**config.mk**
```make
export PLATFORM = sky130hd
export DESIGN_NAME = booth_ctrl
export DESIGN_NICKNAME = d
export VERILOG_FILES = /design/src/rtl/mult_pkg.sv /design/src/rtl/booth_ctrl.sv
export SDC_FILE = /design/constraint.sdc
export NUM_CORES = 1
export LEC_CHECK = 0
export ABC_AREA = 1
export BUFFER_PORTS_ARGS = -buffer_cell sky130_fd_sc_hd__buf_2
export CAP_MARGIN = 20
export CORE_AREA = 2 2 39 41
export DETAILED_ROUTE_END_ITERATION = 12
export DIE_AREA = 0 0 41 43
export PLACE_DENSITY_LB_ADDON = 0.08
export SETUP_SLACK_MARGIN = 0.4
export SYNTH_ARGS = -nofsm -noshare
export SYNTH_HDL_FRONTEND = slang
export SYNTH_SLANG_ARGS = --single-unit
```
**constraint.sdc**
```tcl
create_clock -name clk -period 1.53 [get_ports clk]
set_input_delay 0.0765 -clock clk [delete_from_list [all_inputs] [get_ports clk]]
set_output_delay 0.0765 -clock clk [all_outputs]
set_load 0.03 [all_outputs]
```
**src/rtl/mult_pkg.sv**
```systemverilog
// mult_pkg: control bundle and FSM state types shared by the Booth multiplier
// datapath (mult) and its sequencer (booth_ctrl).
package mult_pkg;
  typedef struct packed {
    logic load_A;
    logic load_B;
    logic load_add;
    logic shift_HQ_LQ_Q_1;
    logic add_sub;
  } mult_control_t;

  typedef enum logic [2:0] {IDLE, CLEAR, LOAD, CHECK, SHIFT, DONE} state_t;
endpackage

```
**src/rtl/booth_ctrl.sv**
```systemverilog
// booth_ctrl: radix-2 Booth sequencer; one CHECK/SHIFT pair per operand bit,
// 2N+3 cycles from accepted start to the done pulse.
module booth_ctrl
  import mult_pkg::*;
#(
  parameter int N = 8
) (
  input  logic          clk,
  input  logic          rst,
  input  logic          start,
  input  logic [1:0]    Q_LSB,
  output mult_control_t mult_control,
  output logic          dp_clr,
  output logic          busy,
  output logic          done
);
  localparam int CW = $clog2(N + 1);
  state_t state, state_next;
  logic [CW-1:0] cnt, cnt_next, cnt_inc;
  assign cnt_inc = cnt + 1'b1;
  always_ff @(posedge clk or negedge rst) begin
    if (!rst) begin
      state <= IDLE;
      cnt   <= '0;
    end else begin
      state <= state_next;
      cnt   <= cnt_next;
    end
  end
  always_comb begin
    state_next   = state;
    cnt_next     = cnt;
    mult_control = '0;
    dp_clr       = 1'b0;
    done         = 1'b0;
    busy         = state != IDLE;
    case (state)
      IDLE:  state_next = start ? CLEAR : IDLE;
      CLEAR: begin
        dp_clr     = 1'b1;
        state_next = LOAD;
      end
      LOAD: begin
        mult_control.load_A = 1'b1;
        mult_control.load_B = 1'b1;
        cnt_next            = '0;
        state_next          = CHECK;
      end
      // 01 subtracts M, 10 adds M, 00/11 leaves HQ alone
      CHECK: begin
        mult_control.load_add = Q_LSB[1] ^ Q_LSB[0];
        mult_control.add_sub  = Q_LSB == 2'b01;
        state_next            = SHIFT;
      end
      SHIFT: begin
        mult_control.shift_HQ_LQ_Q_1 = 1'b1;
        cnt_next                     = cnt_inc;
        state_next                   = cnt_inc == CW'(N) ? DONE : CHECK;
      end
      DONE: begin
        done       = 1'b1;
        state_next = IDLE;
      end
      default: state_next = IDLE;
    endcase
  end
endmodule

```
==> After elaboration in Yosys (flattened, before gate mapping) <==
Index checks and enable logic that the tools add are counted.
{ "totals": {"ff_bits": 7, "latchBits": 0, "ramBits": 0, "mem_bits_ro": 0, "inputBits": 5, "mem_count": 0} }
{ "op_classes": {"n_addsub": 1, "multipliers": 0, "div_mod_pow": 0, "magnitude_cmp": 0, "n_eq_ne": 7, "shift": 0, "mux": 10, "bitwise": 1, "reduce_logical": 3} }
{ "op_table": {"columns": ["op", "count"], "rows": [
  ["case mux 3 bit (5 select lines)", 1],
  ["case mux 4 bit (2 select lines)", 1],
  ["== test 3 x 2 -> 1 bit (second input constant)", 2],
  ["== test 3 bit (second input constant)", 2],
  ["2-to-1 mux 1 bit", 6],
  ["adder 4 x 1 -> 4 bit (second input constant)", 1],
  ["== test 4 bit (second input constant)", 1],
  ["== test 3 x 1 -> 1 bit (second input constant)", 1],
  ["logical NOT 3 bit", 1],
  ["2-to-1 mux 3 bit", 1],
  ["nonzero test 3 bit", 1],
  ["== test 2 x 1 -> 1 bit (second input constant)", 1],
  ["2-to-1 mux 2 bit", 1],
  ["nonzero test 2 bit", 1],
  ["XOR 1 bit", 1]
]} }

==> Depth between registers and ports, before layout <==
Gate-level depths: netlist of the first run.
{ "logic_depth": {"ltp_word": 4, "depth_mapped": 6} }

==> Worst setup path after synthesis of the first run <==
No wires, ideal clock.
{ "synth_timing": {"path_type": "register to register", "from": "register state[1]", "to": "register state[1]", "arrival_time_ps": 1360, "setup_slack_ps": 102, "path_stages_with_launch": 4, "path_buffers": 0, "period_less_slack_ps": 1428, "cell_sequence": "dfrtp_1 nor3_1 nor2_1 nand2_1"} }
{ "synth_between": {"elab_chain_cells": 2, "word_cells_on_any_way": 6} }
{ "synth_lines": {"columns": ["item", "line_no", "source"], "rows": [
  ["start, declared", "booth_ctrl.sv:18", "state_t state, state_next;"],
  ["start signal, assigned", "booth_ctrl.sv:26", "state <= state_next;"],
  ["== test 3 bit (tied with other cells)", "booth_ctrl.sv:37", "case (state)"],
  ["case mux 3 bit (5 select lines) *", "booth_ctrl.sv:37", null],
  ["via state_next[1]", "booth_ctrl.sv:18", null]
]} }
The timed path passes the listed nets; every way through them passes the cells marked *.
A chain may end at the register's enable or synchronous reset.

==> Worst setup path after layout of the first run <==
{ "layout_timing": {"from": "register state[1]", "to": "output port dp_clr"} }
{ "layout_between": {"elab_chain_cells": 2} }
{ "layout_lines": {"columns": ["item", "line_no", "source"], "rows": [
  ["== test 3 x 1 -> 1 bit", "booth_ctrl.sv:37", null],
  ["2-to-1 mux 1 bit", "booth_ctrl.sv:37", null],
  ["end, declared", "booth_ctrl.sv:13", "output logic dp_clr,"]
]} }
No other way between the ends.

==> results_dict.tcl, run 1 <==
set metrics [dict create \
    vias_per_cell 4.69 \
    clk_pin_slew_ps 50 \
    worst_path_max_delay_cell "dfrtp_2" \
    grt_pass1_wl_um 1610 \
    postRouteAntennaNets 0 \
    place.detailed.hpwl_um 654 \
    max-cap-violations 0 \
    critPathKind "reg2out" \
    grt_max_degree 8 \
    overflow 0 \
    setup_viol_count_final 0 \
    synth-warning-count 0 \
    finalCriticalPeriod_ps 1230 \
    run_status "finished clean" \
    hold_ws_ps 84.0 \
    synth_top_area_share_pct 42.3 \
    finalCritPeriodShare_pct 80.5 \
    crit_chain "nor3_2, buf_4" \
    synth-xor-area-share_pct 0 \
    start_kind "flip-flop" \
    port_buffers 12 \
    avgSynthCellArea_um2 7.53 \
    root_buffer "clkbuf_4" \
    crit_family "flip-flops" \
    crit_path_end_kind "output pin" \
    postSynthCellCount 55 \
    drtIter0Drc 5 \
    die-area_um2 1760 \
    synth_compound_area_share_pct 3.32 \
    gp_congestion 0.754 \
    regToRegSetupSlack_ps 420 \
    avgRoutedWirePerCell_um 11.7 \
    final_common_cell "nand2_1" \
    cts_tree "done" \
    hold_depth 3 \
    grt_pass1_vias 407 \
    syn_nets 62 \
    clock_latency_ps 250 \
    syn_to_final_growth_pct 69.5 \
    cts_buffers 3 \
    finalSetupTns_ps 0 \
    nets 88 \
    worstReg2RegEnd "cnt[0]$_DFFE_PN0P_" \
    clockBufferDepth 2 \
    synth-adder-area-share_pct 6.04 \
    ys_seq_area_share_pct 42.3 \
    firstDrtPassIters 4 \
    track_usage_pct 14.8 \
    layout_common_cells "nand2_1 (12), buf_4 (9), buf_6 (8)" \
    r2r_start "state[1]$_DFF_PN0_" \
    fmax_mhz 812 \
    grt_setup_unrepaired "true" \
    start_util_pct 29.9 \
    muxShareOfSynthArea_pct 0 \
    worstPathArrival_ps 1150 \
    worstMarginPinSlew_ps 219 \
    vdd_drop_max_uv 1210 \
    reg2reg_depth 5 \
    drv_slew 0 \
    holdPathEnd "state[0]$_DFF_PN0_" \
    drive_above_1_share_pct 55.0 \
    core_area_um2 1380 \
    ios 13 \
    drc_errors 0 \
    htreeDepth 1 \
    wl_um 1120 \
    synth_top_family_by_area "simple AND/OR/NAND/NOR gates" \
    synth_cell_types 15 \
    required_ps 1450 \
    yosys.area.top_type "dfrtp_1" \
    placementRows 14 \
    finalHoldViolations 0 \
    skew_ps 2.60 \
    postSynthRegisterBits 7 \
    num_vias 450 \
    path_buf_inv 1 \
    grt_antenna_before_repair 0 \
    synthTopCellsByArea "dfrtp_1 (42%), nand2_1 (12%), nand3_1 (11%), ha_1 (6.0%), inv_1 (5.4%)" \
    die_w_um 41 \
    syn-cell-area_um2 414 \
    hold_start "start" \
    die_y_um 43 \
    worstPathMaxFanout 5 \
    max_slew_margin_pct 85.4 \
    fill_cells 138 \
    critPathMaxStageDelay_ps 470 \
    p_leak_nw 0.364 \
    num_antenna_cells 0 \
    pwr_density_cell_nw_per_um2 2080 \
    cts.sinks 7 \
    synthSimpleGateAreaFrac_pct 38.7 \
    hold_path.class "in2reg" \
]
-- cells by family after synthesis --
| kind of cell | after synthesis |
|---|---|
| adders and majority gates | 2 |
| buffers and inverters | 9 |
| DFF | 7 |
| AOI/OAI and AO/OA | 2 |
| and+or+nand+nor | 35 |
-- stage by stage --
step	setup slack [ps]	area, um2	power, mW	std cells	utilization, %
2_1_floorplan	326	419	0.756	55	-
3_3_place_gp	434	492	0.880	82	35.5
3_5_place_dp	456	492	0.873	82	35.5
4_1_cts	296	649	1.34	95	46.9
5_1_grt	233	702	1.55	96	50.7
6_report	299	702	1.46	96	50.7
-- state kept, by name, summed over array words and instances, names as in the netlist --
name and cells:
state 3, cnt 4
-- worst max-delay path by stage --
stage                  startpoint            endpoint  slack [ps]  depth (start not counted)
2_1_floorplan  state[1]$_DFF_PN0_                done         330                          1
6_report       state[1]$_DFF_PN0_              dp_clr         300                          2
4_1_cts        state[0]$_DFF_PN0_                done         300                          3
3_5_place_dp   state[2]$_DFF_PN0_     mult_control[4]         460                          4
5_1_grt        state[2]$_DFF_PN0_     mult_control[0]         230                          4
3_3_place_gp   cnt[0]$_DFFE_PN0P_  state[1]$_DFF_PN0_         430                          6
-- power by group --
part | internal (mW) | switching, mW
Clock | 0.0998 | 0.0721
Combinational | 0.423 | 0.483
Sequential | 0.262 | 0.119
-- cell type report --
type	count	area [um2]	share of cell area (%)
timing repair buffer	22	188	26.7
tap	16	20.0	2.85
sequential	7	180	25.7
multi-input combinational	39	253	36.0
clock buffer	4	26.3	3.74
inverter	8	35.0	4.99
-- Yosys cell counts --
library cell	n
nor2_1	5
o21ai_1	1
buf_4	1
inv_2	1
nor2_2	2
a21oi_2	1
nand2_2	2
inv_4	1
dfrtp_1	7
nand2_1	13
nand3_1	9
ha_1	2
nor3_1	2
nand4_1	2
inv_1	6
-- tightest hold or removal path, stage by stage --
cell     delay [ps]
buf_2            80
nand3_1          70
nand3_1          70
-- per-layer routing --
| layer | up-vias | part of all wire (%) | wire, um | track usage (%) |
|---|---|---|---|---|
| li1 | 224 | - | - | - |
| met1 | 209 | 43 | 485 | 16.3 |
| met3 | 5 | 3.8 | 43 | 3.14 |
| met2 | 12 | 49 | 547 | 21.9 |
| met5 | - | 0 | 0 | 0 |
| met4 | 0 | 3.8 | 42 | 14.0 |
-- repair_timing --
action / CTS / global route
hold buffers: 1 / 0
pin swaps: 1 / 3
setup buffers: 8 / 1
setup endpoints to repair: 8 / 14
hold endpoints to repair: 7 / 0
gates resized for setup: 19 / 13
No activity file was read; power rests on OpenSTA's default activity.
==> inputs of run 2 (changes only) <==
==> constraint.sdc (replaced) <==
create_clock -name clk -period 1.2 [get_ports clk]
set_input_delay 0.06 -clock clk [delete_from_list [all_inputs] [get_ports clk]]
set_output_delay 0.06 -clock clk [all_outputs]
set_load 0.03 [all_outputs]
==> results_dict.tcl, run 2 (synthesized netlist as in run 1, its figures left out) <==
set metrics [dict create \
    run_status "complete, but fails checks" \
    failed_checks "setup timing" \
    critPathKind "reg2out" \
    die_y_um 43 \
    finalWorstSetupSlack_ps -0.436 \
    fin_cells 97 \
    cts_tree "done" \
    syn_to_final_growth_pct 88.2 \
    clk_pin_slew_ps 50 \
    crit_path_end_kind "output pin" \
    setup_viol_count_final 1 \
    top_regs "cnt: 4 flops, state: 3 flops" \
    grt_max_degree 8 \
    nets 89 \
    htreeDepth 1 \
    worstMarginPinSlew_ps 172 \
    ios 13 \
    dp_cells 83 \
    finalCritPeriodShare_pct 100 \
    clockBufferDepth 2 \
    layout_common_cells "nand2_1 (11), buf_6 (11), buf_4 (6)" \
    drive_above_1_share_pct 60.5 \
    num_antenna_cells 0 \
    core_area_um2 1380 \
    finalSetupTns_ps -0.436 \
    placed_area_um2 529 \
    drtIter0Drc 7 \
    track_usage_pct 14.9 \
    wl_um 1100 \
    root_buffer "clkbuf_4" \
    largest_reg_flops 4 \
    skew_ps 4.08 \
    drc_errors 0 \
    fmax_mhz 833 \
    post-place-ws_ps 86.3 \
    cts.sinks 7 \
    placementRows 14 \
    finalCriticalPeriod_ps 1200 \
    hold_path.class "in2reg" \
    avgRoutedWirePerCell_um 11.3 \
    max_slew_margin_pct 88.5 \
    drv_slew 0 \
    place.detailed.hpwl_um 687 \
    p_leak_nw 0.386 \
    grt_antenna_before_repair 0 \
    worstPathMaxFanout 5 \
    cts_buffers 3 \
    port_buffers 12 \
    num_vias 459 \
    vias_per_cell 4.73 \
    max-cap-violations 0 \
    start_util_pct 29.9 \
    worstPathArrival_ps 1140 \
    fill_cells 126 \
    fin_area_um2 779 \
    die_w_um 41 \
    clock_latency_ps 250 \
    grt_pass1_wl_um 1700 \
    grt_setup_unrepaired "true" \
    max_flop_register "cnt" \
    overflow 0 \
    gp_congestion 0.750 \
    firstDrtPassIters 4 \
    start_kind "flip-flop" \
    required_ps 1140 \
    die-area_um2 1760 \
    vdd_drop_max_uv 1110 \
    pwr_density_cell_nw_per_um2 2620 \
    finalHoldViolations 0 \
    grt_pass1_vias 403 \
    postRouteAntennaNets 0 \
]
[run 2: final cells by class]
| class | instances | area [um2] | share of cell area [%] |
|---|---|---|---|
| Clock buffer | 4 | 26.3 | 3.37 |
| Inverter | 8 | 42.5 | 5.46 |
| Multi-Input combinational cell | 39 | 293 | 37.6 |
| Timing Repair Buffer | 23 | 219 | 28.1 |
| Tap cell | 16 | 20.0 | 2.57 |
| Sequential cell | 7 | 179 | 23.0 |
[run 2: worst max-delay path, stage by stage (launching register included)]
cell	delay, ps
dfrtp_2	440
inv_4	110
nand3_4	90
nor2_4	110
buf_6	130
[run 2: metal layers]
metal  vias up  part of all wire, %  global-route usage (%)
li1        230                    -                       -
met3         2                  4.1                    1.57
met5         -                    0                       0
met2        10                   58                    24.1
met1       217                   37                    17.3
met4         0                 0.55                    10.0
[run 2: stage by stage]
step                hold WS (ps)  util (%)  total power, mW
CTS                         65.9      51.4             1.90
global placement           -91.2      38.2             1.24
detailed placement         -93.2      38.2             1.23
finish                      91.5      56.3             2.04
global route                95.0      56.3             2.20
floorplan                   -236         -             1.06
[run 2: where the power goes]
part / internal, mW / switching (mW) / leakage [nW]
combinational: 0.650 / 0.713 / 0.283
sequential: 0.330 / 0.132 / 0.0883
clock: 0.127 / 0.0883 / 0.0150
[run 2: final timing paths]
path                                    start  depth (start not counted)            endpoint  slack (ps)
max                        state[2]$_DFF_PN0_                          4     mult_control[0]        -0.4
min                                     start                          3  state[0]$_DFF_PN0_          90
max reg2reg                state[2]$_DFF_PN0_                          6  cnt[3]$_DFFE_PN0P_         110
min reg2reg                cnt[1]$_DFFE_PN0P_                          2  cnt[1]$_DFFE_PN0P_         570
max in group asynchronous                 rst                          2  state[2]$_DFF_PN0_         850
min in group asynchronous                 rst                          2  cnt[2]$_DFFE_PN0P_         170
[run 2: timing repair]
item / in CTS / in global routing
endpoints found under the hold margin: 7 / 0
buffers inserted: 6 / 3
pin swaps: 3 / 5
hold buffers: 1 / 0
endpoints found under the setup margin: 15 / 15
resized for setup: 27 / 11
==> inputs of run 3 (changes only) <==
--- a/config.mk
+++ b/config.mk
@@ -13,6 +13,7 @@
 export DIE_AREA = 0 0 41 43
 export PLACE_DENSITY_LB_ADDON = 0.08
 export SETUP_SLACK_MARGIN = 0.4
+export SLEW_MARGIN = 30
 export SYNTH_ARGS = -nofsm -noshare
 export SYNTH_HDL_FRONTEND = slang
 export SYNTH_SLANG_ARGS = --single-unit
==> constraint.sdc (replaced) <==
create_clock -name clk -period 1.1 [get_ports clk]
set_input_delay 0.055 -clock clk [delete_from_list [all_inputs] [get_ports clk]]
set_output_delay 0.055 -clock clk [all_outputs]
set_load 0.03 [all_outputs]
==> results_dict.tcl, run 3 (synthesized netlist as in run 1, its figures left out) <==
set metrics [dict create \
    worstPathMaxFanout 2 \
    grt_pass1_wl_um 1780 \
    grt_max_degree 8 \
    overflow 0 \
    ios 13 \
    start_util_pct 29.9 \
    vias_per_cell 4.67 \
    finalWorstSetupSlack_ps -83.0 \
    final_common_cell "buf_6" \
    top_regs "cnt: 4 flops, state: 3 flops" \
    hold_ws_ps 86.2 \
    clock_latency_ps 260 \
    clockBufferDepth 2 \
    max-cap-violations 0 \
    finalCritPeriodShare_pct 108 \
    place.detailed.hpwl_um 734 \
    wl_um 1100 \
    firstDrtPassIters 3 \
    grt_use_met3_pct 1.57 \
    failed_checks "setup timing" \
    pwr_density_cell_nw_per_um2 2850 \
    busiest_layer "met2" \
    clk_pin_slew_ps 50 \
    layout_common_cells "buf_6 (11), nand2_1 (9), buf_4 (8)" \
    vdd_drop_max_uv 1040 \
    htreeDepth 1 \
    max_slew_margin_pct 87.2 \
    avgRoutedWirePerCell_um 11.0 \
    post-place-ws_ps 47.0 \
    largest_reg_flops 4 \
    root_buffer "clkbuf_4" \
    drv_slew 0 \
    nets 92 \
    start_kind "flip-flop" \
    grt_pass1_vias 419 \
    grt_setup_unrepaired "true" \
    crit_end "dp_clr" \
    hold_path.class "in2reg" \
    postRouteAntennaNets 0 \
    drc_errors 0 \
    critPathMaxStageDelay_ps 380 \
    fin_cells 100 \
    finalHoldViolations 0 \
    drive_above_1_share_pct 65.5 \
    r2r_start "state[1]$_DFF_PN0_" \
    drtIter0Drc 2 \
    worstReg2RegEnd "state[2]$_DFF_PN0_" \
    cts_buffers 3 \
    run_status "complete, but fails checks" \
    placementRows 14 \
    worst_path_max_delay_cell "dfrtp_1" \
    dp_cells 85 \
    required_ps 1040 \
    num_antenna_cells 0 \
    die-area_um2 1760 \
    met1_usage_pct 17.6 \
    worstPathArrival_ps 1130 \
    fmax_mhz 845 \
    max_flop_register "cnt" \
    fill_cells 135 \
    cts_tree "done" \
    die_w_um 41 \
    finalSetupTns_ps -487 \
    crit_start "state[2]$_DFF_PN0_" \
    regToRegSetupSlack_ps 50 \
    cts.sinks 7 \
    finalCriticalPeriod_ps 1180 \
    grt_antenna_before_repair 0 \
    worstMarginPinSlew_ps 192 \
    core_area_um2 1380 \
    gp_congestion 0.704 \
    track_usage_pct 15.2 \
    grt_use_met2_pct 24.7 \
    skew_ps 1.92 \
    crit_chain "buf_4, nor3_4, buf_6" \
    p_leak_nw 0.411 \
    crit_path_end_kind "output pin" \
    reg2reg_depth 6 \
    critPathKind "reg2out" \
    setup_viol_count_final 8 \
    power_mw 2.29 \
    die_y_um 43 \
    num_vias 467 \
    syn_to_final_growth_pct 94.3 \
    port_buffers 12 \
]
## run 3: changes by cell type in the layout (fill, tap and decap cells not counted), moves of 2 or more
cell	change
nand3_2	+3
nand3_4	-2
buf_4	+2
nand2_1	-2
## run 3: how the worst min path moves through the flow
stage	start	end	depth (start not counted)
floorplan	rst	cnt[0]$_DFFE_PN0P_	0
finish	start	state[0]$_DFF_PN0_	3
global placement	rst	cnt[2]$_DFFE_PN0P_	1
detailed placement	rst	cnt[2]$_DFFE_PN0P_	1
global route	start	state[0]$_DFF_PN0_	3
CTS	start	state[0]$_DFF_PN0_	3
## run 3: stage by stage
stage | cell area (um2) | util, %
5_1_grt | 805 | 58.1
4_1_cts | 758 | 54.8
3_5_place_dp | 544 | 39.3
2_1_floorplan | 449 | -
6_report | 805 | 58.1
3_3_place_gp | 544 | 39.3
## run 3: area by class of cell
type / count / area, um2 / area share (%)
multi-input cells: 39 / 292 / 36.2
flip-flops and latches: 7 / 178 / 22.1
inverters: 8 / 40.0 / 4.98
clock buffers: 4 / 26.3 / 3.27
repair buffers: 26 / 249 / 30.9
well taps: 16 / 20.0 / 2.49
## run 3: worst max-delay path: cells and delay by family (launching register included)
kind | cells | cell delay (ps)
flip-flops | 1 | 380
buffers and inverters | 2 | 310
AND/OR/NAND/NOR | 1 | 180
## run 3: what timing repair did
item                                    in CTS  in global routing
hold endpoints to repair                     7                  0
endpoints found under the setup margin      15                 15
pin swaps                                   12                  6
hold buffers                                 1                  0
buffers inserted                             8                  2
gates resized for setup                     33                  7
## run 3: per-layer routing
metal | part of all wire, % | vias to the layer above
li1 | - | 239
met1 | 42 | 215
met2 | 52 | 11
met3 | 3.4 | 2
met4 | 2.3 | 0
met5 | 0 | -
## run 3: power by group
| part | leakage, nW | switching, mW | total, mW | internal, mW |
|---|---|---|---|---|
| logic | 0.307 | 0.812 | 1.58 | 0.767 |
| registers | 0.0898 | 0.114 | 0.471 | 0.357 |
| clock network | 0.0150 | 0.104 | 0.244 | 0.139 |
